`config.mk`:
```
export PLATFORM = sky130hd
export DESIGN_NAME = gate_input_debounce
export DESIGN_NICKNAME = d
export VERILOG_FILES = /design/src/rtl/gate_debounce_pkg.sv /design/src/rtl/gate_input_debounce_channel.sv /design/src/rtl/gate_input_debounce.sv
export SDC_FILE = /design/constraint.sdc
export NUM_CORES = 1
export LEC_CHECK = 0
export CAP_MARGIN = 20
export CORE_MARGIN = 2
export CORE_UTILIZATION = 58
export DETAILED_ROUTE_END_ITERATION = 10
export GPL_TIMING_DRIVEN = 0
export PLACE_DENSITY = 0.76
export SLEW_MARGIN = 20
export SYNTH_ARGS = -nofsm -noshare
export SYNTH_HDL_FRONTEND = slang
export SYNTH_SLANG_ARGS = --single-unit
```
`constraint.sdc`:
```
create_clock -name clk -period 2.3 [get_ports clk]
set_clock_uncertainty 0.1 [all_clocks]
set_input_delay 0.46 -clock clk [delete_from_list [all_inputs] [get_ports clk]]
set_output_delay 0.46 -clock clk [all_outputs]
set_load 0.005 [all_outputs]
```
`src/rtl/gate_debounce_pkg.sv`:
```
// Shared types and defaults for the two-input gate debounce stage.
package gate_debounce_pkg;

  localparam int DEF_SYNC_STAGES   = 2;
  localparam int DEF_STABLE_CYCLES = 1000;

  typedef enum logic [1:0] {
    IDLE_LOW  = 2'd0,
    WAIT_HIGH = 2'd1,
    IDLE_HIGH = 2'd2,
    WAIT_LOW  = 2'd3
  } db_state_e;

endpackage

```
`src/rtl/gate_input_debounce_channel.sv`:
```
// One debounce channel: synchroniser, stability counter, level FSM and update flag.
// GATE_DEBOUNCE_BYPASS_EN drops the counter/FSM and registers the synchronised level directly.
module debounce_channel
  import gate_debounce_pkg::*;
#(
  parameter int SYNC_STAGES   = DEF_SYNC_STAGES,
  parameter int STABLE_CYCLES = DEF_STABLE_CYCLES,
  parameter int CNT_W         = $clog2(STABLE_CYCLES)
) (
  input  logic clk,
  input  logic rst_n,
  input  logic raw,
  output logic level,
  output logic update
);

  logic [SYNC_STAGES-1:0] sync_q, sync_d;
  logic                   s;
  logic                   level_q, level_d;

  assign sync_d = {sync_q[SYNC_STAGES-2:0], raw};
  assign s      = sync_q[SYNC_STAGES-1];
  assign level  = level_q;

`ifdef GATE_DEBOUNCE_BYPASS_EN

  always_comb begin
    level_d = s;
    update  = s ^ level_q;
  end

  always_ff @(posedge clk) begin
    if (!rst_n) begin
      sync_q  <= '0;
      level_q <= 1'b0;
    end else begin
      sync_q  <= sync_d;
      level_q <= level_d;
    end
  end

`else

  localparam logic [CNT_W-1:0] CNT_LAST = CNT_W'(STABLE_CYCLES - 1);

  db_state_e        state_q, state_d;
  logic [CNT_W-1:0] cnt_q, cnt_d;

  // NOTE: every variable gets a default first so no path through the case infers a latch.
  always_comb begin
    state_d = state_q;
    cnt_d   = cnt_q;
    level_d = level_q;
    update  = 1'b0;
    unique case (state_q)
      IDLE_LOW: if (s) begin
        state_d = WAIT_HIGH;
        cnt_d   = CNT_W'(1);
      end
      WAIT_HIGH: if (!s) begin
        state_d = IDLE_LOW;
        cnt_d   = '0;
      end else if (cnt_q == CNT_LAST) begin
        state_d = IDLE_HIGH;
        cnt_d   = '0;
        level_d = 1'b1;
        update  = 1'b1;
      end else begin
        cnt_d = cnt_q + 1'b1;
      end
      IDLE_HIGH: if (!s) begin
        state_d = WAIT_LOW;
        cnt_d   = CNT_W'(1);
      end
      WAIT_LOW: if (s) begin
        state_d = IDLE_HIGH;
        cnt_d   = '0;
      end else if (cnt_q == CNT_LAST) begin
        state_d = IDLE_LOW;
        cnt_d   = '0;
        level_d = 1'b0;
        update  = 1'b1;
      end else begin
        cnt_d = cnt_q + 1'b1;
      end
    endcase
  end

  // NOTE: state registers use non-blocking assignments so all flops sample pre-edge values.
  always_ff @(posedge clk) begin
    if (!rst_n) begin
      sync_q  <= '0;
      state_q <= IDLE_LOW;
      cnt_q   <= '0;
      level_q <= 1'b0;
    end else begin
      sync_q  <= sync_d;
      state_q <= state_d;
      cnt_q   <= cnt_d;
      level_q <= level_d;
    end
  end

`endif

endmodule

```
`src/rtl/gate_input_debounce.sv`:
```
// Two independent debounced gate inputs with a shared registered change strobe.
// Optional macro GATE_DEBOUNCE_BYPASS_EN replaces debouncing with a registered synchroniser.
module gate_input_debounce
  import gate_debounce_pkg::*;
#(
  parameter int SYNC_STAGES   = DEF_SYNC_STAGES,
  parameter int STABLE_CYCLES = DEF_STABLE_CYCLES,
  parameter int CNT_W         = $clog2(STABLE_CYCLES)
) (
  input  logic clk,
  input  logic rst_n,
  input  logic raw_a,
  input  logic raw_b,
  output logic a,
  output logic b,
  output logic changed
);

  logic upd_a, upd_b;
  logic changed_q, changed_d;

  debounce_channel #(
    .SYNC_STAGES  (SYNC_STAGES),
    .STABLE_CYCLES(STABLE_CYCLES),
    .CNT_W        (CNT_W)
  ) u_chan_a (
    .clk   (clk),
    .rst_n (rst_n),
    .raw   (raw_a),
    .level (a),
    .update(upd_a)
  );

  debounce_channel #(
    .SYNC_STAGES  (SYNC_STAGES),
    .STABLE_CYCLES(STABLE_CYCLES),
    .CNT_W        (CNT_W)
  ) u_chan_b (
    .clk   (clk),
    .rst_n (rst_n),
    .raw   (raw_b),
    .level (b),
    .update(upd_b)
  );

  // Registered on the same edge as the levels, so the strobe lines up with the new a/b.
  assign changed_d = upd_a | upd_b;
  assign changed   = changed_q;

  always_ff @(posedge clk) begin
    if (!rst_n) changed_q <= 1'b0;
    else        changed_q <= changed_d;
  end

endmodule

```
* Yosys cells after proc, flatten, opt, wreduce, memory -nomap -nowiden
Cells that the tools add are included.
** Cells by class
- Add/subtract/negate cells :: 2
- Eq/ne operators :: 24
- Muxes and demuxes :: 44
- Bitwise operators :: 1
- Reduce and logical (&&, ||, !) cells :: 10
** Operators with widths (number)
- 10-bit two-way mux :: 10
- 10-bit case mux with 4 select lines :: 2
- 2-bit two-way mux :: 12
- 10-bit by 1-bit adder with 10-bit output, second input constant :: 2
- 10-bit equality test, second input constant :: 2
- 2-bit by 1-bit != test with 1-bit output, second input constant :: 8
- 2-bit case mux with 4 select lines :: 2
- 1-bit two-way mux :: 14
- 5-bit AND reduction :: 2
- 2-bit equality test, second input constant :: 4
- 2-bit != test, second input constant :: 4
- 1-bit case mux with 2 select lines :: 4
- 4-bit AND reduction :: 2
- 3-bit by 1-bit != test with 1-bit output, second input constant :: 2
- 3-bit != test, second input constant :: 2
- 2-bit by 1-bit equality test with 1-bit output, second input constant :: 2
- 2-bit logical NOT :: 2
- 2-bit AND reduction :: 2
- 2-bit nonzero test :: 2
- 1-bit bitwise OR :: 1
** Storage, ports and cells
- Flip-flop bits (word level) :: 31
- Input bits :: 4

* Depth between registers and ports, before layout
Gate-level depths: netlist (run 1).
- Depth after elaboration :: 5
- Depth in mapped cells :: 6

* Cells and area by module
Synthesis (run 1) repeated with hierarchy kept, for this count alone.
** Second synthesis, totals
- Cells, all modules :: 170
- Area, all modules :: 1514.0 µm²
** By module, submodules not included
- debounce_channel :: times used 2, cells an instance 84, area each 743.2 µm²
- gate_input_debounce :: times used 1, cells an instance 2, area each 27.5 µm²

* Worst setup path after synthesis (run 1)
Ideal clock, no wire load.
- Path kind :: register to register
- Start :: register u_chan_b.cnt_q[0]
- End :: register u_chan_b.cnt_q[2]
- Arrival :: 1612 ps
- Required time :: 2072 ps
- Setup slack :: 460 ps
- Stages on the path, launching flop included :: 7
- Cell sequence :: dfxtp_1 > ha_1 > nand4b_1 > or4_4 > buf_6 > a31oi_1 > a31oi_1
** Between the ends
- Word-level cells in the longest chain between the ends :: 4
** Ends and longest elaborated chain
- start, declared :: RTL line gate_input_debounce_channel.sv:47 : logic [CNT_W-1:0] cnt_q, cnt_d;
- start signal, assigned :: RTL line gate_input_debounce_channel.sv:99 : cnt_q <= cnt_d;
- 10-bit by 1-bit adder with 10-bit output / 10-bit equality test (equally long branches)
- 10-bit two-way mux (*) :: RTL line gate_input_debounce_channel.sv:63, gate_input_debounce_channel.sv:78
- 10-bit two-way mux, on equally long branches :: RTL line gate_input_debounce_channel.sv:75, gate_input_debounce_channel.sv:60
- 10-bit case mux with 4 select lines (*) :: RTL line gate_input_debounce_channel.sv:55 : unique case (state_q)
Every way passes the cells marked *; elsewhere a longest branch is shown, timed or not.
A chain may end at the register's enable or synchronous reset.

* Worst setup path in the final report (run 1)
- Start :: register u_chan_b.cnt_q[0]
- End :: register u_chan_b.cnt_q[6]
The elaborated chain is that of the path after synthesis.

==> results of run 1 <==
## metrics by stage
stage               std cells  power, W  area [sq um]
finish                    218  0.000902          1660
global route              218  0.000932          1660
CTS                       218  0.000911          1660
detailed placement        210  0.000609          1610
global placement          210  0.000608          1610
floorplan                 174  0.000592          1510
## state kept, by name (all words and copies together), names as in the netlist, named ones only
name              cells
u_chan_b.cnt_q       10
u_chan_a.state_q      1
u_chan_a.sync_q       2
u_chan_a.level        1
u_chan_b.sync_q       2
u_chan_b.state_q      1
u_chan_a.cnt_q       10
changed               1
u_chan_b.level        1
## layout make-up
cell class	instances	share of cell area
multi-input cells	131	0.503
clock buffers	7	0.0271
inverters	4	0.00904
clock inverters	1	0.00301
plain buffers	8	0.0256
flip-flops and latches	31	0.374
repair buffers	6	0.0362
well taps	30	0.0226
## worst max-delay path, stage by stage, from the launching register on
cell and delay (ns):
dfxtp_1 0.42, ha_1 0.29, nand4b_1 0.23, or4_4 0.54, buf_6 0.16, a31oi_1 0.13, a21oi_1 0.09
## cell usage after synthesis (2+ instances only)
cell	number	share of area
dfxtp_1	31	0.41
a31oi_1	17	0.070
nand2_1	17	0.042
nand3_1	12	0.040
o21ai_0	7	0.023
nor2_1	6	0.015
a21boi_0	5	0.025
and2_1	5	0.021
and3_1	5	0.021
clkbuf_1	5	0.012
inv_1	4	0.0099
nand4_1	4	0.017
nor3_1	4	0.013
xor2_1	4	0.023
a21oi_1	3	0.0099
nand3b_1	3	0.015
nand4b_1	3	0.017
nor2b_1	3	0.012
nor3b_1	3	0.015
nor4_1	3	0.012
o211a_1	3	0.020
ha_1	2	0.017
o211ai_1	2	0.0099
or2_2	2	0.0083
or3_1	2	0.0083
xnor2_1	2	0.012
## worst max path at each step
stage / startpoint / to / depth (start not counted)
after floorplan: u_chan_b.cnt_q[0]$_SDFFE_PN0P_ / u_chan_b.cnt_q[2]$_SDFFE_PN0P_ / 6
after global placement: rst_n / u_chan_a.cnt_q[6]$_SDFFE_PN0P_ / 5
final: u_chan_b.cnt_q[0]$_SDFFE_PN0P_ / u_chan_b.cnt_q[6]$_SDFFE_PN0P_ / 6
after global routing: u_chan_b.cnt_q[0]$_SDFFE_PN0P_ / u_chan_b.cnt_q[2]$_SDFFE_PN0P_ / 6
after CTS: u_chan_b.cnt_q[0]$_SDFFE_PN0P_ / u_chan_b.cnt_q[6]$_SDFFE_PN0P_ / 6
after detailed placement: rst_n / u_chan_a.cnt_q[6]$_SDFFE_PN0P_ / 5
## kinds of logic after synthesis
kind of cell             after synthesis  share of synthesized area
AND/OR/NAND/NOR                       76                      0.280
multiplexers                           1                    0.00662
AO/OA/AOI/OAI                         45                      0.203
buffers and inverters                 12                     0.0380
adder cells (fa/ha/maj)                2                     0.0165
flip-flops                            31                      0.410
XOR/XNOR                               7                     0.0455
## power breakdown
group          internal [W]  leakage, nW  switching [W]  total (W)
logic             0.0000212        0.295      0.0000220  0.0000432
registers          0.000546        0.251     0.00000790   0.000553
clock network      0.000119       0.0293       0.000187   0.000306
total              0.000686        0.575       0.000217   0.000902
## placed cells by master (no fill, tap or decap), drive strengths merged, types with 4 or more instances in the layout
master and n:
o21ai 7, nand4 4, nor2 6, dfxtp 31, nor3 4, and2 5
nand3 12, clkdlybuf4s50 6, inv 4, a21boi 5, and3 6, nand2 17
clkbuf 12, a31oi 17, xor2 5
## routing by layer
layer  global-route usage  routed length, microns  up-vias
li1                     -                       -      683
met1                0.298                    1490      615
met2                0.329                    1300       36
met3               0.0618                     148        8
met4                0.122                      70        0
met5                    0                       0        -
==> results.json, run 1 <==
{
  "hold_ws_ns": 0.339,
  "core_sq_um": 2480,
  "reg2reg_from": "u_chan_b.cnt_q[0]$_SDFFE_PN0P_",
  "clock-root-buffer": "clkbuf_4",
  "fill_cells": 221,
  "drive_gt1_frac": 0.0798,
  "post_cts_buffers": 0,
  "ir_worst_vdd_v": 0.000452,
  "multi_input_area_sq_um": 835,
  "grt_pass1_wl_mm": 4.82,
  "overflow": 0,
  "ys_warn_count": 0,
  "grt_max_degree": 11,
  "numCtsBuffers": 5,
  "synthFlopType": "dfxtp_1",
  "cts_hold_buffers": 0,
  "worstPathArrival_ns": 2.18,
  "tightest_slew_ns": 0.506,
  "hold_viol": 0,
  "synthArstFlopShare": 0,
  "first_global_vias": 1151,
  "cts_resized": 0,
  "nets": 193,
  "drt_wl_total_mm": 3.01,
  "synth_nets": 180,
  "ioPinCount": 7,
  "syn-cell-area_sq_um": 1510,
  "die_w_microns": 55.1,
  "holdPathEnd": "u_chan_a.sync_q[1]$_SDFF_PN0_",
  "hold_depth": 1,
  "fin_crit_ns": 2.06,
  "rsz0062_at_grt": "no",
  "max-clock-path-buffers": 2,
  "power_density_nw_per_um2": 543,
  "worst_slack_ns": 0.241,
  "rows": 18,
  "numPortBuffers": 6,
  "ys_seq_elements": 31,
  "status": "finished clean",
  "synth.avg_cell_area_sq_um": 8.69,
  "die_h_microns": 55.1,
  "hp-start": "u_chan_a.sync_q[0]$_SDFF_PN0_",
  "r2r-end": "u_chan_b.cnt_q[6]$_SDFFE_PN0P_",
  "netlist_instances": 174,
  "worst-endpoint-required_ns": 2.43,
  "gr-usage-all-layers": 0.225,
  "slew_headroom": 0.662,
  "diodes": 0,
  "cp-start-kind": "flip-flop",
  "ant_nets": 0,
  "syn_to_final_growth_pct": 9.76,
  "rrSetupSlack_ns": 0.24,
  "cp_max_fo": 10,
  "setup_viol": 0,
  "routabilityCongestion": 0.815,
  "drv_cap": 0,
  "pre_cts_slack_ns": 0.124,
  "htree_levels": 2,
  "numClockSinks": 31,
  "avgViaCountPerCell": 6.16,
  "drc_errors": 0,
  "cts.clk_slew.worst_paths_ns": 0.09,
  "routedWlPerCell_microns": 13.8,
  "yosysSeqAreaShare": 0.410,
  "drv_slew": 0,
  "critPathKind": "reg -> reg",
  "period_share": 0.895,
  "fin_util": 0.670,
  "register_area_sq_um": 621,
  "die-area_sq_um": 3030,
  "antenna_found_initial": 0,
  "hpwl_mm": 2.09,
  "fin_tns_setup_ns": 0,
  "start_util": 0.611,
  "dr.pass1.iters": 5,
  "endpoint_kind": "flip-flop",
  "total_leakage_power_nw": 0.575,
  "drt_iter0_markers": 37,
  "min_path_type": "reg -> reg",
  "fmax_mhz": 486,
  "clk-insertion-delay-late_ns": 0.34,
  "synth-edff-count": 0,
  "synth.distinct_cells": 43,
  "routed-via-count": 1342,
  "cts_tree": "done",
  "rr_worst_depth": 6
}
Power figures use the tool's default switching activity.
==> run 2, diff against run 1 <==
Settings changed: CAP_MARGIN 20 to not set.
Clock period 2.3 ns to 1.9 ns, I/O delays scaled along.
==> run 2 against run 1 <==
Net effect: flip-flop and latch count did not move; worst setup slack got worse by 0.17 ns; cell count did not move; count of clock-buffer cells in the layout did not move; routed wire length rose by 2.5%; maximum frequency rose by 13%.
==> results.json, run 2 (synthesized netlist as in run 1, its figures left out) <==
{
  "status": "finished clean",
  "setup_viol": 0,
  "drt_iter0_markers": 44,
  "drt_wl_total_mm": 3.09,
  "largestRegisters": "u_chan_a.cnt_q: 10 flops, u_chan_b.cnt_q: 10 flops",
  "cp-start-kind": "flip-flop",
  "slew_headroom": 0.654,
  "total_leakage_power_nw": 0.576,
  "cp_max_fo": 10,
  "gr-usage-all-layers": 0.225,
  "routedWlPerCell_microns": 14.2,
  "diodes": 0,
  "multi_input_area_sq_um": 860,
  "clock-root-buffer": "clkbuf_4",
  "fill_cells": 216,
  "total_power_w": 0.00110,
  "syn_to_final_growth_pct": 12.1,
  "die_h_microns": 55.1,
  "routed-via-count": 1356,
  "nets": 193,
  "rows": 18,
  "ioPinCount": 7,
  "routabilityCongestion": 0.815,
  "overflow": 0,
  "dr.pass1.iters": 4,
  "cts_tree": "done",
  "worstPathArrival_ns": 1.95,
  "min_path_type": "reg -> reg",
  "grt_max_degree": 11,
  "drive_gt1_frac": 0.122,
  "worst-endpoint-required_ns": 2.02,
  "numCtsBuffers": 5,
  "final_common_cell": "dfxtp_1",
  "avgViaCountPerCell": 6.22,
  "critPathKind": "reg -> reg",
  "fin_tns_setup_ns": 0,
  "htree_levels": 2,
  "period_share": 0.961,
  "die-area_sq_um": 3030,
  "power_density_nw_per_um2": 646,
  "core_sq_um": 2480,
  "cts.clk_slew.worst_paths_ns": 0.09,
  "hold_viol": 0,
  "tightest_slew_ns": 0.518,
  "numClockSinks": 31,
  "drv_cap": 0,
  "rsz0062_at_grt": "yes",
  "grt_pass1_wl_mm": 4.82,
  "drc_errors": 0,
  "numPortBuffers": 6,
  "start_util": 0.611,
  "layout_common_cells": "28 x dfxtp_1, 17 x nand2_1, 17 x a31oi_1, 12 x nand3_1, 7 x o21ai_0",
  "endpoint_kind": "flip-flop",
  "hpwl_mm": 2.09,
  "antenna_found_initial": 0,
  "clk-insertion-delay-late_ns": 0.34,
  "first_global_vias": 1154,
  "drv_slew": 0,
  "cts_hold_buffers": 0,
  "max-clock-path-buffers": 2,
  "ant_nets": 0,
  "die_w_microns": 55.1,
  "fin_crit_ns": 1.83,
  "fmax_mhz": 548,
  "ir_worst_vdd_v": 0.000548,
  "register_area_sq_um": 624
}
[run 2: cell count changes in the layout (fill, tap and decap cells not counted)]
cell,delta
clkbuf_1,-1
ha_4,+1
ha_2,+1
nor4_2,+1
dfxtp_2,+3
or4_1,-1
or4_4,+1
ha_1,-2
nor4_1,-1
buf_4,+2
buf_2,-1
dfxtp_1,-3
[run 2: what timing repair did]
| item | CTS | global route |
|---|---|---|
| setup buffers | 1 | 0 |
| gates resized for setup | 3 | 6 |
| endpoints found under the setup margin | 10 | 20 |
[run 2: final timing paths]
check / startpoint / to / slack [ns] / cells past startpoint
hold reg to reg: u_chan_a.sync_q[0]$_SDFF_PN0_ / u_chan_a.sync_q[1]$_SDFF_PN0_ / 0.34 / 1
setup reg to reg: u_chan_b.cnt_q[0]$_SDFFE_PN0P_ / u_chan_b.cnt_q[6]$_SDFFE_PN0P_ / 0.07 / 6
setup / recovery: u_chan_b.cnt_q[0]$_SDFFE_PN0P_ / u_chan_b.cnt_q[6]$_SDFFE_PN0P_ / 0.07 / 6
hold / removal: u_chan_a.sync_q[0]$_SDFF_PN0_ / u_chan_a.sync_q[1]$_SDFF_PN0_ / 0.34 / 1
[run 2: metal layers]
metal  share of wire  global-route usage  up-vias
li1                -                   -      679
met1            0.48               0.298      628
met2            0.44               0.329       41
met3           0.052              0.0618        8
met4           0.021               0.122        0
met5               0                   0        -
[run 2: cell type report]
class                   count  share of cell area
flip-flops and latches     31               0.368
clock inverters             1             0.00295
repair buffers              7              0.0399
well taps                  30              0.0221
clock buffers               7              0.0266
multi-input cells         131               0.507
plain buffers               7              0.0244
inverters                   4             0.00886
[run 2: where the power goes]
part | internal, W | switching, W
Combinational | 0.0000260 | 0.0000272
Clock | 0.000144 | 0.000227
Sequential | 0.000661 | 0.0000101
Total | 0.000831 | 0.000264
[run 2: stage by stage]
step / hold WS (ns) / setup slack (ns) / std cells / util / area, sq um
after floorplan: 0.312 / 0.0603 / 174 / - / 1510
after global placement: 0.314 / -0.148 / 210 / 0.650 / 1610
after detailed placement: 0.321 / -0.196 / 210 / 0.650 / 1610
after CTS: 0.344 / 0.0107 / 219 / 0.676 / 1670
after global routing: 0.359 / -0.00358 / 218 / 0.684 / 1700
final: 0.339 / 0.0745 / 218 / 0.684 / 1700
[run 2: critical path: stages (launching register included)]
cell	delay, ns
dfxtp_2	0.40
ha_4	0.18
nand4b_1	0.15
or4_4	0.52
buf_6	0.16
a31oi_1	0.13
a21oi_1	0.08
